File: config.mk
export PLATFORM = sky130hd
export DESIGN_NAME = bus_arbiter_2to1
export DESIGN_NICKNAME = d
export VERILOG_FILES = /design/src/rtl/bus_arb_pkg.sv /design/src/rtl/bus_arbiter_2to1_mux.sv /design/src/rtl/bus_arbiter_2to1.sv
export SDC_FILE = /design/constraint.sdc
export NUM_CORES = 1
export LEC_CHECK = 0
export ABC_AREA = 1
export CORE_ASPECT_RATIO = 1.5
export CORE_MARGIN = 8
export CORE_UTILIZATION = 29
export DETAILED_ROUTE_END_ITERATION = 6
export PLACE_DENSITY = 0.94
export SYNTH_ARGS = -nofsm -noshare
export SYNTH_HDL_FRONTEND = slang
export SYNTH_SLANG_ARGS = --single-unit
File: constraint.sdc
create_clock -name i_clk -period 1.8 [get_ports i_clk]
set_input_delay 0.18 -clock i_clk [delete_from_list [all_inputs] [get_ports i_clk]]
set_output_delay 0.18 -clock i_clk [all_outputs]
set_load 0.01 [all_outputs]
File: src/rtl/bus_arb_pkg.sv
// Shared types and default sizes for the two-requester round-robin bus arbiter.
// Holds the FSM state encoding and the tie-break rule used at grant time.
package bus_arb_pkg;

   localparam int ARB_DATA_W  = 32;
   localparam int ARB_BURST_W = 4;
   localparam int ARB_TIMEOUT = 255;

   typedef enum logic {
      IDLE = 1'b0,
      XFER = 1'b1
   } arbState_e;

   // Returns the requester index to grant; a tie goes to whoever did not win last time.
   function automatic logic pickWinner(input logic req0, input logic req1, input logic lastWinner);
      logic w;
      if (req0 && req1) begin
         w = ~lastWinner;
      end else begin
         w = req1;
      end
      return w;
   endfunction

endpackage

File: src/rtl/bus_arbiter_2to1_mux.sv
// Team 2:1 data mux shared by both requesters; select 0 passes i_bitA, 1 passes i_bitB.
module Mux2to1_32bit
   import bus_arb_pkg::*;
#(
   parameter int W = ARB_DATA_W
) (
   input  logic [W-1:0] i_bitA,
   input  logic [W-1:0] i_bitB,
   input  logic         i_bitS,
   output logic [W-1:0] o_bitY
);

   assign o_bitY = i_bitS ? i_bitB : i_bitA;

endmodule

File: src/rtl/bus_arbiter_2to1.sv
// Round-robin 2:1 burst arbiter driving a shared beat port and its data mux.
// Define ARB_TIMEOUT_EN to add a stall watchdog that aborts a stuck burst and pulses o_err.
module bus_arbiter_2to1
   import bus_arb_pkg::*;
#(
   parameter int DATA_W  = ARB_DATA_W,
   parameter int BURST_W = ARB_BURST_W
`ifdef ARB_TIMEOUT_EN
   ,
   parameter int TIMEOUT = ARB_TIMEOUT
`endif
) (
   input  logic              i_clk,
   input  logic              i_rst_n,
   input  logic              i_req0,
   input  logic              i_req1,
   input  logic [BURST_W-1:0] i_len0,
   input  logic [BURST_W-1:0] i_len1,
   input  logic [DATA_W-1:0] i_data0,
   input  logic [DATA_W-1:0] i_data1,
   input  logic              i_ready,
   output logic              o_gnt0,
   output logic              o_gnt1,
   output logic              o_ack0,
   output logic              o_ack1,
   output logic              o_sel,
   output logic              o_valid,
   output logic [DATA_W-1:0] o_data,
   output logic              o_last,
   output logic              o_busy,
   output logic              o_err
);

   arbState_e          state_q, state_d;
   logic               gnt0_q, gnt0_d;
   logic               gnt1_q, gnt1_d;
   logic               sel_q, sel_d;
   logic               lastWinner_q, lastWinner_d;
   logic [BURST_W-1:0] beatCnt_q, beatCnt_d;
   logic               winner;
   logic               accept;

`ifdef ARB_TIMEOUT_EN
   localparam int STALL_W = $clog2(TIMEOUT + 1);
   logic [STALL_W-1:0] stall_q, stall_d;
   logic               err_q, err_d;
`endif

   assign winner = pickWinner(i_req0, i_req1, lastWinner_q);
   assign accept = (state_q == XFER) && i_ready;

   always_ff @(posedge i_clk or negedge i_rst_n) begin
      if (!i_rst_n) begin
         state_q      <= IDLE;
         gnt0_q       <= 1'b0;
         gnt1_q       <= 1'b0;
         sel_q        <= 1'b0;
         lastWinner_q <= 1'b1;
         beatCnt_q    <= '0;
`ifdef ARB_TIMEOUT_EN
         stall_q      <= '0;
         err_q        <= 1'b0;
`endif
      end else begin
         state_q      <= state_d;
         gnt0_q       <= gnt0_d;
         gnt1_q       <= gnt1_d;
         sel_q        <= sel_d;
         lastWinner_q <= lastWinner_d;
         beatCnt_q    <= beatCnt_d;
`ifdef ARB_TIMEOUT_EN
         stall_q      <= stall_d;
         err_q        <= err_d;
`endif
      end
   end

   // Requests are only looked at in IDLE, so anything raised mid-burst waits for the turnaround cycle.
   always_comb begin
      state_d      = state_q;
      gnt0_d       = gnt0_q;
      gnt1_d       = gnt1_q;
      sel_d        = sel_q;
      lastWinner_d = lastWinner_q;
      beatCnt_d    = beatCnt_q;
      case (state_q)
         IDLE: begin
            if (i_req0 || i_req1) begin
               state_d      = XFER;
               gnt0_d       = ~winner;
               gnt1_d       = winner;
               sel_d        = winner;
               lastWinner_d = winner;
               beatCnt_d    = winner ? i_len1 : i_len0;
            end
         end
         XFER: begin
            if (accept) begin
               if (beatCnt_q == '0) begin
                  state_d = IDLE;
                  gnt0_d  = 1'b0;
                  gnt1_d  = 1'b0;
               end else begin
                  beatCnt_d = beatCnt_q - 1'b1;
               end
            end
         end
         default: begin
            state_d = IDLE;
            gnt0_d  = 1'b0;
            gnt1_d  = 1'b0;
         end
      endcase
`ifdef ARB_TIMEOUT_EN
      stall_d = '0;
      err_d   = 1'b0;
      // The abort fires on the stall cycle that brings the run of consecutive stalls up to TIMEOUT.
      if ((state_q == XFER) && !i_ready) begin
         if (stall_q == STALL_W'(TIMEOUT - 1)) begin
            state_d = IDLE;
            gnt0_d  = 1'b0;
            gnt1_d  = 1'b0;
            err_d   = 1'b1;
         end else begin
            stall_d = stall_q + 1'b1;
         end
      end
`endif
   end

   always_comb begin
      o_valid = 1'b0;
      o_busy  = 1'b0;
      o_last  = 1'b0;
      if (state_q == XFER) begin
         o_valid = 1'b1;
         o_busy  = 1'b1;
         o_last  = (beatCnt_q == '0);
      end
   end

   assign o_gnt0 = gnt0_q;
   assign o_gnt1 = gnt1_q;
   assign o_ack0 = gnt0_q & i_ready;
   assign o_ack1 = gnt1_q & i_ready;
   assign o_sel  = sel_q;

`ifdef ARB_TIMEOUT_EN
   assign o_err = err_q;
`else
   assign o_err = 1'b0;
`endif

   Mux2to1_32bit #(
      .W(DATA_W)
   ) dataMux (
      .i_bitA(i_data0),
      .i_bitB(i_data1),
      .i_bitS(sel_q),
      .o_bitY(o_data)
   );

endmodule
==> flow_metrics.py <==
metrics = {
    "run_status": {
        "status": "finished clean",
    },
    "global_routing": {
        "antenna_found_initial": 0,
        "grt_max_degree": 33,
        "grtUsageTotal_pct": 15.5,
        "grt_overflow": 0,
        "first_global_vias": 1630,
        "grt_pass1_wl_um": 7130,
    },
    "synth": {
        "synth_compound_area_share_pct": 1.83,
        "avgSynthCellArea_um2": 5.34,
        "ys_ff_latch": 9,
        "yosys.area_share.simple_pct": 64.7,
        "syn_nets": 270,
        "ys_top_cells_by_area": "nand2_1, dfrtp_1, nand3_1",
        "synthCells": 192,
        "synthMuxAreaShare_pct": 0,
        "ys_seq_area_share_pct": 22.1,
        "synth_xor_area_share_pct": 0,
        "syn_area_um2": 1020,
        "netlist.area_leader.share_pct": 48.0,
        "synth_top_cell_by_area": "nand2_1",
        "ys_warn_count": 0,
        "yosys.cell_types.count": 24,
        "synth_top_family_by_area": "simple AND/OR/NAND/NOR gates",
        "synthAdderAreaFrac_pct": 1.22,
    },
    "cts": {
        "clk_path_buf_depth": 2,
        "cts_tree": "done",
        "hold_buffers": 0,
        "numCtsBuffers": 3,
        "clock-sinks": 9,
        "clk_pin_slew_ns": 0.05,
        "cts_setup_buffers": 0,
        "cts-htree-levels": 1,
        "cts-root-buf": "clkbuf_8",
        "clk_latency_ns": 0.23,
    },
    "layout": {
        "syn2layout_area_growth_pct": 122,
        "final_cells": 347,
        "final_util_pct": 67.2,
        "n_antenna_cell": 0,
        "drive_above_1_share_pct": 6.89,
        "nNetsFinal": 384,
    },
    "critical_path": {
        "worstSetupPathType": "reg2out",
        "worstPathCellList": "inv_2 > buf_12 > nand2_1 > nand2_1 > clkdlybuf4s50_1",
        "worst-path-buf-inv": 3,
        "cpPeakStageDelay_ns": 0.54,
        "cp_common_cell": "nand2_1",
        "required_ns": 1.62,
        "cp-start-kind": "flop",
        "cp_slowest_cell": "clkdlybuf4s50_1",
        "path_delay_family": "buffers and inverters",
        "worstPathMaxFanout": 16,
        "critPathArrivalTime_ns": 1.56,
        "end_kind": "primary output",
    },
    "placed_design": {
        "place_congestion": 0.826,
        "portBuffers": 116,
        "placed_cells": 342,
        "dp_hpwl_um": 3960,
    },
    "sta": {
        "maxSlewViolCount": 0,
        "rsz0062_at_grt": "false",
        "fin_crit_sh_pct": 96.8,
        "setup_viol": 0,
        "maxClockFrequency_ghz": 0.574,
        "period_needed_ns": 1.74,
        "hold_violations": 0,
        "timing.hold.ws_ns": 0.249,
        "finClkSkew_ns": 0.00483,
        "tns_ns": 0,
    },
    "route": {
        "dr_total_vias": 1564,
        "via_per_inst": 4.51,
        "drtIter0Drc": 91,
        "routed_wl_um": 4620,
        "first_pass_iters": 4,
        "avgRoutedWirePerCell_um": 13.3,
        "final_antenna_net_count": 0,
        "drcViolationCount": 0,
    },
    "pwr": {
        "p_leak_nw": 1.23,
        "p_per_area_nw_per_um2": 1190,
        "ir_worst_vdd_v": 0.000738,
    },
    "floorplanning": {
        "die-area_um2": 5730,
        "dieWidth_um": 64.5,
        "io_pins": 118,
        "initial_core_util_pct": 30.3,
        "coreArea_um2": 3380,
        "num_rows": 26,
        "dieHeight_um": 88.8,
    },
    "min_path": {
        "hold_path_class": "in2async",
    },
    "run": {
        "drv_cap": 0,
    },
}
## cell type report
| cell class | count | area (um^2) |
|---|---|---|
| Clock buffer | 4 | 45.0 |
| Multi-Input combinational cell | 161 | 698 |
| Fill cell | 287 | 1110 |
| Sequential cell | 9 | 228 |
| Tap cell | 42 | 52.6 |
| Timing Repair Buffer | 120 | 1210 |
| Inverter | 11 | 41.3 |
## cell usage in the layout, fill, tap and decap left out, drive strengths merged
cell,count
nand3,11
dlymetal6s2s,3
o21ai,2
clkdlybuf4s50,86
buf,3
nor2,5
conb,1
dlygate4sd2,27
inv,11
dfrtp,8
nand4,2
a21oi,1
dfstp,1
or2,3
clkbuf,5
ha,1
nand2,135
## power breakdown
group	internal, mW	switching (mW)
clock	0.154	0.0755
sequential	0.309	0.0900
combinational	1.01	1.07
total	1.47	1.23
## worst reg2reg max path, cell delays in order, from the launching register on
cell     delay [ns]
dfrtp_1        0.35
inv_1          0.12
ha_1           0.19
nand3_2        0.11
nor2_4         0.11
buf_4          0.16
nor2_8         0.06
nand2_1        0.06
o21ai_1        0.06
## per-stage QoR
stage | cell area, um^2 | worst slack [ns] | power, mW
global route | 2270 | 0.00207 | 2.99
finish | 2270 | 0.0583 | 2.71
CTS | 2240 | 0.000451 | 2.68
floorplan | 1020 | 0.513 | 1.48
detailed placement | 2230 | 0.200 | 2.63
global placement | 2230 | 0.232 | 2.59
## timing repair
| item | CTS | global route |
|---|---|---|
| setup endpoints to repair | 27 | 6 |
| gates resized for setup | 27 | 5 |
| endpoints found under the hold margin | 0 | 0 |
| gates cloned | 0 | 1 |
## synthesized netlist by cell type (all sizes together)
| library cell | instances |
|---|---|
| nand4 | 2 |
| nor2 | 5 |
| clkbuf | 6 |
| buf | 5 |
| conb | 1 |
| dfstp | 1 |
| o21ai | 2 |
| a21oi | 1 |
| nand2 | 135 |
| dfrtp | 8 |
| or2 | 3 |
| nand3 | 11 |
| ha | 1 |
| inv | 11 |
## registers in the layout, summed over array words and instances, names as in the netlist
register      count
o_sel             1
lastWinner_q      1
state_q           1
o_gnt0            1
o_gnt1            1
beatCnt_q         4
## path summary, 6_finish.rpt
check | startpoint | to | slack [ns] | cells after the start
worst min-delay path | i_rst_n | state_q$_DFF_PN0_ | 0.25 | 1
worst min register to register | lastWinner_q$_DFFE_PN1P_ | lastWinner_q$_DFFE_PN1P_ | 0.48 | 2
max in group asynchronous | i_rst_n | lastWinner_q$_DFFE_PN1P_ | 1.23 | 1
worst max register to register | beatCnt_q[0]$_DFFE_PN0P_ | beatCnt_q[0]$_DFFE_PN0P_ | 0.46 | 8
worst max-delay path | o_sel$_DFFE_PN0P_ | o_data[17] | 0.06 | 5
min in group i_clk | lastWinner_q$_DFFE_PN1P_ | lastWinner_q$_DFFE_PN1P_ | 0.48 | 2
## cells by family (layout without fill, tap and decap cells)
group           count (synthesis)  in the layout
fa+ha+maj                       1              1
compound gates                  3              3
flops                           9              9
simple gates                  156            156
other cells                     1              1
buf+inv                        22            135
## routing by layer
layer,GRT usage [%],routed length (um),vias up
met2,28.4,2390,91
met5,0,0,-
met1,13.6,1560,669
li1,-,-,798
met4,6.37,70,0
met3,8.75,606,6
No activity file was read; power rests on OpenSTA's default activity.
